File: src/rtl/lc2k_pkg.sv
// Shared LC2K definitions: opcode encodings and the writeback-stage FSM states.
package lc2k_pkg;

   localparam logic [2:0] OP_ADD  = 3'd0;
   localparam logic [2:0] OP_NOR  = 3'd1;
   localparam logic [2:0] OP_LW   = 3'd2;
   localparam logic [2:0] OP_SW   = 3'd3;
   localparam logic [2:0] OP_BEQ  = 3'd4;
   localparam logic [2:0] OP_JALR = 3'd5;
   localparam logic [2:0] OP_HALT = 3'd6;
   localparam logic [2:0] OP_NOOP = 3'd7;

   typedef enum logic [1:0] {
      RUN      = 2'd0,
      HALT_RET = 2'd1,
      HALTED   = 2'd2
   } wb_state_e;

endpackage

File: src/rtl/mem_wb_stage_sat_counter.sv
// Saturating up-counter with synchronous active-high reset; holds at all-ones.
module sat_counter #(
   parameter int CNT_W = 32
) (
   input  logic             clk,
   input  logic             reset,
   input  logic             inc,
   output logic [CNT_W-1:0] count
);

   logic [CNT_W-1:0] count_q, count_d;

   // NOTE: every always_comb output gets a default first so no path can leave it unassigned and infer a latch.
   always_comb begin
      count_d = count_q;
      if (inc && (count_q != '1)) count_d = count_q + CNT_W'(1);
   end

   // NOTE: sequential state uses non-blocking assignment so all registers update from pre-edge values.
   always_ff @(posedge clk) begin
      if (reset) count_q <= '0;
      else       count_q <= count_d;
   end

   assign count = count_q;

endmodule

File: src/rtl/mem_wb_stage.sv
// LC2K MEM/WB pipeline register and writeback: selects the write value, drives the
// register-file write port and forwarding bus, counts retirements and latches HALT.
module mem_wb_stage
   import lc2k_pkg::*;
#(
   parameter int WORD_W     = 32,
   parameter int REG_ADDR_W = 3,
   parameter int CNT_W      = 32
) (
   input  logic                  clk,
   input  logic                  reset,
   input  logic                  in_valid,
   output logic                  in_ready,
   input  logic [2:0]            in_opcode,
   input  logic [REG_ADDR_W-1:0] in_dest_reg,
   input  logic [WORD_W-1:0]     in_alu_result,
   input  logic [WORD_W-1:0]     in_mem_result,
   input  logic [WORD_W-1:0]     in_pc_plus1,
   output logic                  rf_we,
   output logic [REG_ADDR_W-1:0] rf_waddr,
   output logic [WORD_W-1:0]     rf_wdata,
   output logic                  fwd_valid,
   output logic [REG_ADDR_W-1:0] fwd_reg,
   output logic [WORD_W-1:0]     fwd_data,
   output logic                  halted,
   output logic [CNT_W-1:0]      retire_count
);

   wb_state_e             state_q, state_d;
   logic                  valid_q;
   logic [2:0]            opcode_q;
   logic [REG_ADDR_W-1:0] dest_q;
   logic [WORD_W-1:0]     alu_q, mem_q, pc1_q;
   logic                  transfer;
   logic                  wb_we;
   logic [WORD_W-1:0]     wb_data;

   assign in_ready = (state_q == RUN) && !reset;
   assign transfer = in_valid && in_ready;
   assign halted   = (state_q == HALTED);

   always_ff @(posedge clk) begin
      if (reset) begin
         state_q <= RUN;
         valid_q <= 1'b0;
      end else begin
         state_q <= state_d;
         valid_q <= transfer;
      end
   end

   // NOTE: the payload is not reset; it is only observed through valid_q, which is.
   always_ff @(posedge clk) begin
      if (transfer) begin
         opcode_q <= in_opcode;
         dest_q   <= in_dest_reg;
         alu_q    <= in_alu_result;
         mem_q    <= in_mem_result;
         pc1_q    <= in_pc_plus1;
      end
   end

   always_comb begin
      state_d = state_q;
      case (state_q)
         RUN:      if (transfer && (in_opcode == OP_HALT)) state_d = HALT_RET;
         HALT_RET: state_d = HALTED;
         HALTED:   state_d = HALTED;
         default:  state_d = RUN;
      endcase
   end

   // Reset gates the write so an in-flight instruction never reaches the register file.
   always_comb begin
      wb_we   = 1'b0;
      wb_data = '0;
      if (valid_q && !reset) begin
         case (opcode_q)
            OP_ADD, OP_NOR: begin wb_we = 1'b1; wb_data = alu_q; end
            OP_LW:          begin wb_we = 1'b1; wb_data = mem_q; end
            OP_JALR:        begin wb_we = 1'b1; wb_data = pc1_q; end
            default:        ;
         endcase
      end
   end

   assign rf_we     = wb_we;
   assign rf_waddr  = wb_we ? dest_q : '0;
   assign rf_wdata  = wb_data;
   assign fwd_valid = rf_we;
   assign fwd_reg   = rf_waddr;
   assign fwd_data  = rf_wdata;

   sat_counter #(.CNT_W(CNT_W)) u_retire_cnt (
      .clk   (clk),
      .reset (reset),
      .inc   (valid_q),
      .count (retire_count)
   );

endmodule

File: config.mk
export PLATFORM = sky130hd
export DESIGN_NAME = mem_wb_stage
export DESIGN_NICKNAME = d
export VERILOG_FILES = /design/src/rtl/lc2k_pkg.sv /design/src/rtl/mem_wb_stage_sat_counter.sv /design/src/rtl/mem_wb_stage.sv
export SDC_FILE = /design/constraint.sdc
export NUM_CORES = 1
export LEC_CHECK = 0
export BUFFER_PORTS_ARGS = -buffer_cell sky130_fd_sc_hd__buf_2
export CAP_MARGIN = 10
export CORE_MARGIN = 3
export CORE_UTILIZATION = 45
export CTS_BUF_LIST = sky130_fd_sc_hd__clkbuf_8
export DETAILED_ROUTE_END_ITERATION = 7
export PLACE_DENSITY_LB_ADDON = 0.2
export SYNTH_ARGS = -nofsm -noshare
export SYNTH_HDL_FRONTEND = slang
export SYNTH_SLANG_ARGS = --single-unit
File: constraint.sdc
create_clock -name clk -period 5 [get_ports clk]
set_clock_uncertainty 0.1 [all_clocks]
set_input_delay 0 -clock clk [delete_from_list [all_inputs] [get_ports clk]]
set_output_delay 0 -clock clk [all_outputs]
set_load 0.005 [all_outputs]
## Yosys cells after proc, flatten, opt, wreduce, memory -nomap -nowiden

Cells that the tools add are included.

- Multiplexer cells: 7
- Equality and inequality tests: 8
- Add/sub/neg operators: 1
- Reduce and logical (&&, ||, !) cells: 11

Operator list:

| kind | count |
|---|---|
| $pmux W32 S3 | 1 |
| $add A32 B1 Y32 const B | 1 |
| $mux W32 | 1 |
| $ne A32 B32 Y1 const B | 1 |
| $eq A3 B3 Y1 const B | 2 |
| $logic_and A1 B1 Y1 | 5 |
| $pmux W2 S2 | 1 |
| $reduce_or A2 Y1 | 2 |
| $reduce_or A4 Y1 | 1 |
| $eq A3 B1 Y1 const B | 1 |
| $eq A3 B2 Y1 const B | 1 |
| $logic_not A3 Y1 | 1 |
| $mux W3 | 1 |
| $eq A2 B1 Y1 const B | 1 |
| $eq A2 B2 Y1 const B | 1 |
| $logic_not A2 Y1 | 1 |
| $mux W1 | 2 |
| $mux W2 | 1 |
| $ne A2 B1 Y1 const B | 1 |
| $logic_not A1 Y1 | 1 |

- Output and inout port bits: 106
- Register bits: 137

## Depth between registers and ports, before layout

- Depth in word-level cells: 6
- Gate-level depth with buffers: 8
- Depth with buffers taken out: 6

## Cells and area by module

Synthesis repeated with hierarchy kept, for this count alone.

- Cells, all modules: 481
- Area, all modules: 6,045.8 um2

Modules (own cells, without submodules):

| module | times used | area an instance (um2) | cells each |
|---|---|---|---|
| mem_wb_stage | 1 | 4,371.7 | 282 |
| sat_counter | 1 | 1,674.1 | 199 |

## Worst setup path after synthesis

No wires, ideal clock.

- Path kind: reg2reg
- Start: register state_q[0]
- End: register alu_q[0], enable pin
- Path buffers: 0
- Setup slack: 1.287 ns
- Data required time: 4.427 ns
- Period minus slack after synthesis: 3.713 ns
- Arrival time: 3.140 ns
- Cell stages (with the launch flop): 5
- Cell sequence: dfxtp_1 inv_1 ha_1 nor2b_1 and2_1

- Cells in the longest elaborated chain, start to end: 3

Ends and longest elaborated chain:

| what | RTL line | source |
|---|---|---|
| from (decl) | mem_wb_stage.sv:29 | `wb_state_e state_q, state_d;` |
| from (signal assigned) | mem_wb_stage.sv:47 | `state_q <= state_d;` |
| $logic_not A2 Y1 | mem_wb_stage.sv:38 | `assign in_ready = (state_q == RUN) && !reset;` |
| $logic_and A1 B1 Y1 | mem_wb_stage.sv:38 |  |
| net in_ready | mem_wb_stage.sv:13 | `output logic in_ready,` |
| $logic_and A1 B1 Y1 | mem_wb_stage.sv:39 | `assign transfer = in_valid && in_ready;` |
| net transfer | mem_wb_stage.sv:34 | `logic transfer;` |
| to (signal assigned) | mem_wb_stage.sv:57 | `alu_q <= in_alu_result;` |
| to (decl) | mem_wb_stage.sv:33 | `logic [WORD_W-1:0] alu_q, mem_q, pc1_q;` |

The timed path passes the listed nets, and every way through them passes these cells.
A chain may end at the register's enable or synchronous reset.

## Worst setup path in the final report

- Start: register opcode_q[1]
- End: output port fwd_data[29]

- Cells in the longest elaborated chain, start to end: 4

Ends and longest elaborated chain:

| what | RTL line | source |
|---|---|---|
| from (decl) | mem_wb_stage.sv:31 | `logic [2:0] opcode_q;` |
| from (signal assigned) | mem_wb_stage.sv:55 | `opcode_q <= in_opcode;` |
| $eq A3 B1 Y1 or $logic_not A3 Y1 (tied branches) | mem_wb_stage.sv:78 | `case (opcode_q)` |
| $reduce_or A2 Y1 | n/a |  |
| $pmux W32 S3 * | mem_wb_stage.sv:78 |  |
| $mux W32 * | mem_wb_stage.sv:77 | `if (valid_q && !reset) begin` |
| to (decl) | mem_wb_stage.sv:24 | `output logic [WORD_W-1:0] fwd_data,` |

Every way passes the cells marked *; elsewhere a longest branch is shown, timed or not.

==> flow_summary.toml <==
[timing]
period_needed_ns = 2.83
maxSlewViolCount = 0
hold_viol = 0
finalSetupTns_ns = 0
fin_ws_ns = 2.17
report.final.setup_viol = 0
rsz0062_at_grt = "no"
max_slew_margin_pct = 44.1
worst_pin_slew_ns = 0.839
max_freq_mhz = 354
fin_crit_sh_pct = 56.6

[clocking]
cts_sinks = 137
clockBufferDepth = 2
cts_buffers = 17
cts-htree-levels = 4
clk_pin_slew_ns = 0.07
cts_root_buf = "clkbuf_8"
cts_tree = "yes"
clock_latency_ns = 0.43

[critical_path]
cp_data_required_time_ns = 4.90
reg2reg_slack_ns = 2.41
slowest_delay_ns = 0.62
reg2reg_depth = 5
critPathKind = "flop to primary output"
path_depth = 5
cp.arrival_ns = 2.73
crit_path_end_kind = "primary output"
crit_fanout = 19
critical_path.top_delay_family = "simple AND/OR/NAND/NOR gates"
path_buf_inv = 2
worst_setup_path_start_kind = "flop"
cp_slowest_cell = "edfxtp_1"
crit_chain = "mux2_2 > or3_1 > buf_4 > nor2_1 > buf_2"

[grt]
antenna_found_initial = 0
gr-usage-met3_pct = 6.06
grt_pass1_wl_mm = 23.6
use_met2_pct = 34.9
grt.busiest_layer = "met2"
grt_max_degree = 65
grt_util_met1_pct = 25.6
grt_pass1_vias = 4788
grt_remaining_overflow = 0
grt_usage_pct = 20.6

[synth]
synthCells = 535
synth_most_common_cell = "edfxtp_1"
postSynthAreaPerCell_sq_um = 11.2
ys_types = 37
syn-num-nets = 644
synth_edf_count = 102
ys_top_cells_by_count = "edfxtp_1, a21oi_1, nor2_1"
yosysWarnings = 0
yosys_most_used_dff = "edfxtp_1"
ys_ff_latch = 137
synth.area.top_cells = "edfxtp_1, dfxtp_1, a21oi_1, nor2_1, buf_4"
synth_top_area_share_pct = 51.1
async_flop_share_pct = 0
yosys.area.top_type = "edfxtp_1"
synth_area_sq_mm = 0.00599
seq_area_frac_synth_pct = 62.8

[floorplan]
rows = 41
dieArea_sq_mm = 0.0147
die_h_microns = 121
initial_core_util_pct = 46.7
die_w_microns = 121
io_pins = 211
coreArea_sq_mm = 0.0128

[placed_design]
place_ws_ns = 2.40
placed_cells = 859
place.gp.congestion = 0.748
dpl.hpwl_mm = 9.55
port_buffers = 210

[detailed_routing]
totalWireLength_mm = 15.2
detail_route.wl_per_cell_microns = 15.3
via_per_inst = 4.98
drt-initial-drc-count = 445
drc = 0
ant_nets = 0
dr.pass1.iters = 4
vias = 4960

[cells_and_area]
n_antenna_cell = 0
final_cells = 995
drive_above_1_share_pct = 30.7
area_growth_pct = 38.7
fill_cells = 982
finalNetCount = 919

[flow_run]
maxCapViolations = 0

[min_path]
hold_class = "input pin to flop"
hold_depth = 2

[power]
finalPower_w = 0.00252
power_density_mw_per_mm2 = 304
peakVddDrop_mv = 0.218
p_leak_nw = 3.43

[status]
status = "complete, no violations"
## kinds of logic (layout without fill, tap and decap cells)
kind of cell / after synthesis / after routing / share of synthesized area (%)
multiplexers: 5 / 5 / 0.919
XOR/XNOR: 9 / 9 / 1.32
buffers and inverters: 72 / 360 / 7.21
AND/OR/NAND/NOR: 196 / 196 / 16.9
AO/OA/AOI/OAI: 112 / 112 / 9.98
flip-flops: 137 / 137 / 62.8
adder cells (fa/ha/maj): 4 / 4 / 0.835
## area by class of cell
type                            count  area, sq um  share of cell area (%)
Clock inverter                     12         83.8                    1.01
Inverter                            8         30.0                   0.361
Clock buffer                       20          275                    3.31
Sequential cell                   137         3760                    45.3
Timing Repair Buffer              320         2140                    25.7
Tap cell                          172          215                    2.59
Multi-Input combinational cell    326         1800                    21.7
## metrics by stage
step	utilization (%)	instance area (sq um)	hold slack, ns
2_1_floorplan	-	5990	-0.00113
3_3_place_gp	53.9	6910	0.0781
3_5_place_dp	53.9	6910	0.0781
4_1_cts	64.8	8310	0.136
5_1_grt	64.8	8310	0.142
6_report	64.8	8310	0.169
## state kept, by name, summed over array words and instances (netlist names)
signal              count
alu_q                  32
mem_q                  32
pc1_q                  32
u_retire_cnt.count     32
dest_q                  3
opcode_q                3
state_q                 2
valid_q                 1
## metal layers
layer | up-vias | part of all wire [%]
li1 | 2424 | -
met1 | 2335 | 42
met3 | 14 | 7.0
met2 | 187 | 49
met5 | - | 0
met4 | 0 | 1.2
## placed cells by master, fill, tap and decap left out, types with 7 or more instances in the layout
cell type / synthesis / final
nand2_1: 15 / 15
nor2b_1: 38 / 38
inv_1: 7 / 10
a21oi_1: 83 / 83
clkbuf_8: 0 / 20
dlygate4sd3_1: 0 / 104
edfxtp_1: 102 / 102
nor2_1: 82 / 82
dfxtp_1: 35 / 35
xnor2_1: 8 / 8
clkinv_2: 0 / 7
nand3_1: 10 / 10
nand4_1: 10 / 10
a31oi_1: 7 / 7
or4_1: 8 / 8
o21ai_1: 9 / 9
and4_1: 7 / 7
buf_2: 3 / 210
or3_1: 11 / 11
## where the power goes
| part | switching (W) | internal [W] |
|---|---|---|
| clock | 0.000398 | 0.000420 |
| sequential | 0.0000282 | 0.00134 |
| combinational | 0.000183 | 0.000157 |
| total | 0.000609 | 0.00192 |
## final timing paths
kind	start	end
min reg2reg	u_retire_cnt.count[14]	u_retire_cnt.count[14]
max reg2reg	state_q[0]	pc1_q[1]
max	opcode_q[1]	fwd_data[29]
min	in_mem_result[20]	mem_q[20]
## repair_timing
action,4_1_cts,5_1_grt
hold buffers,104,0
endpoints found under the hold margin,115,0
setup buffers,0,0
resized for setup,0,0
Note: power is estimated with default switching activity, not from simulation.
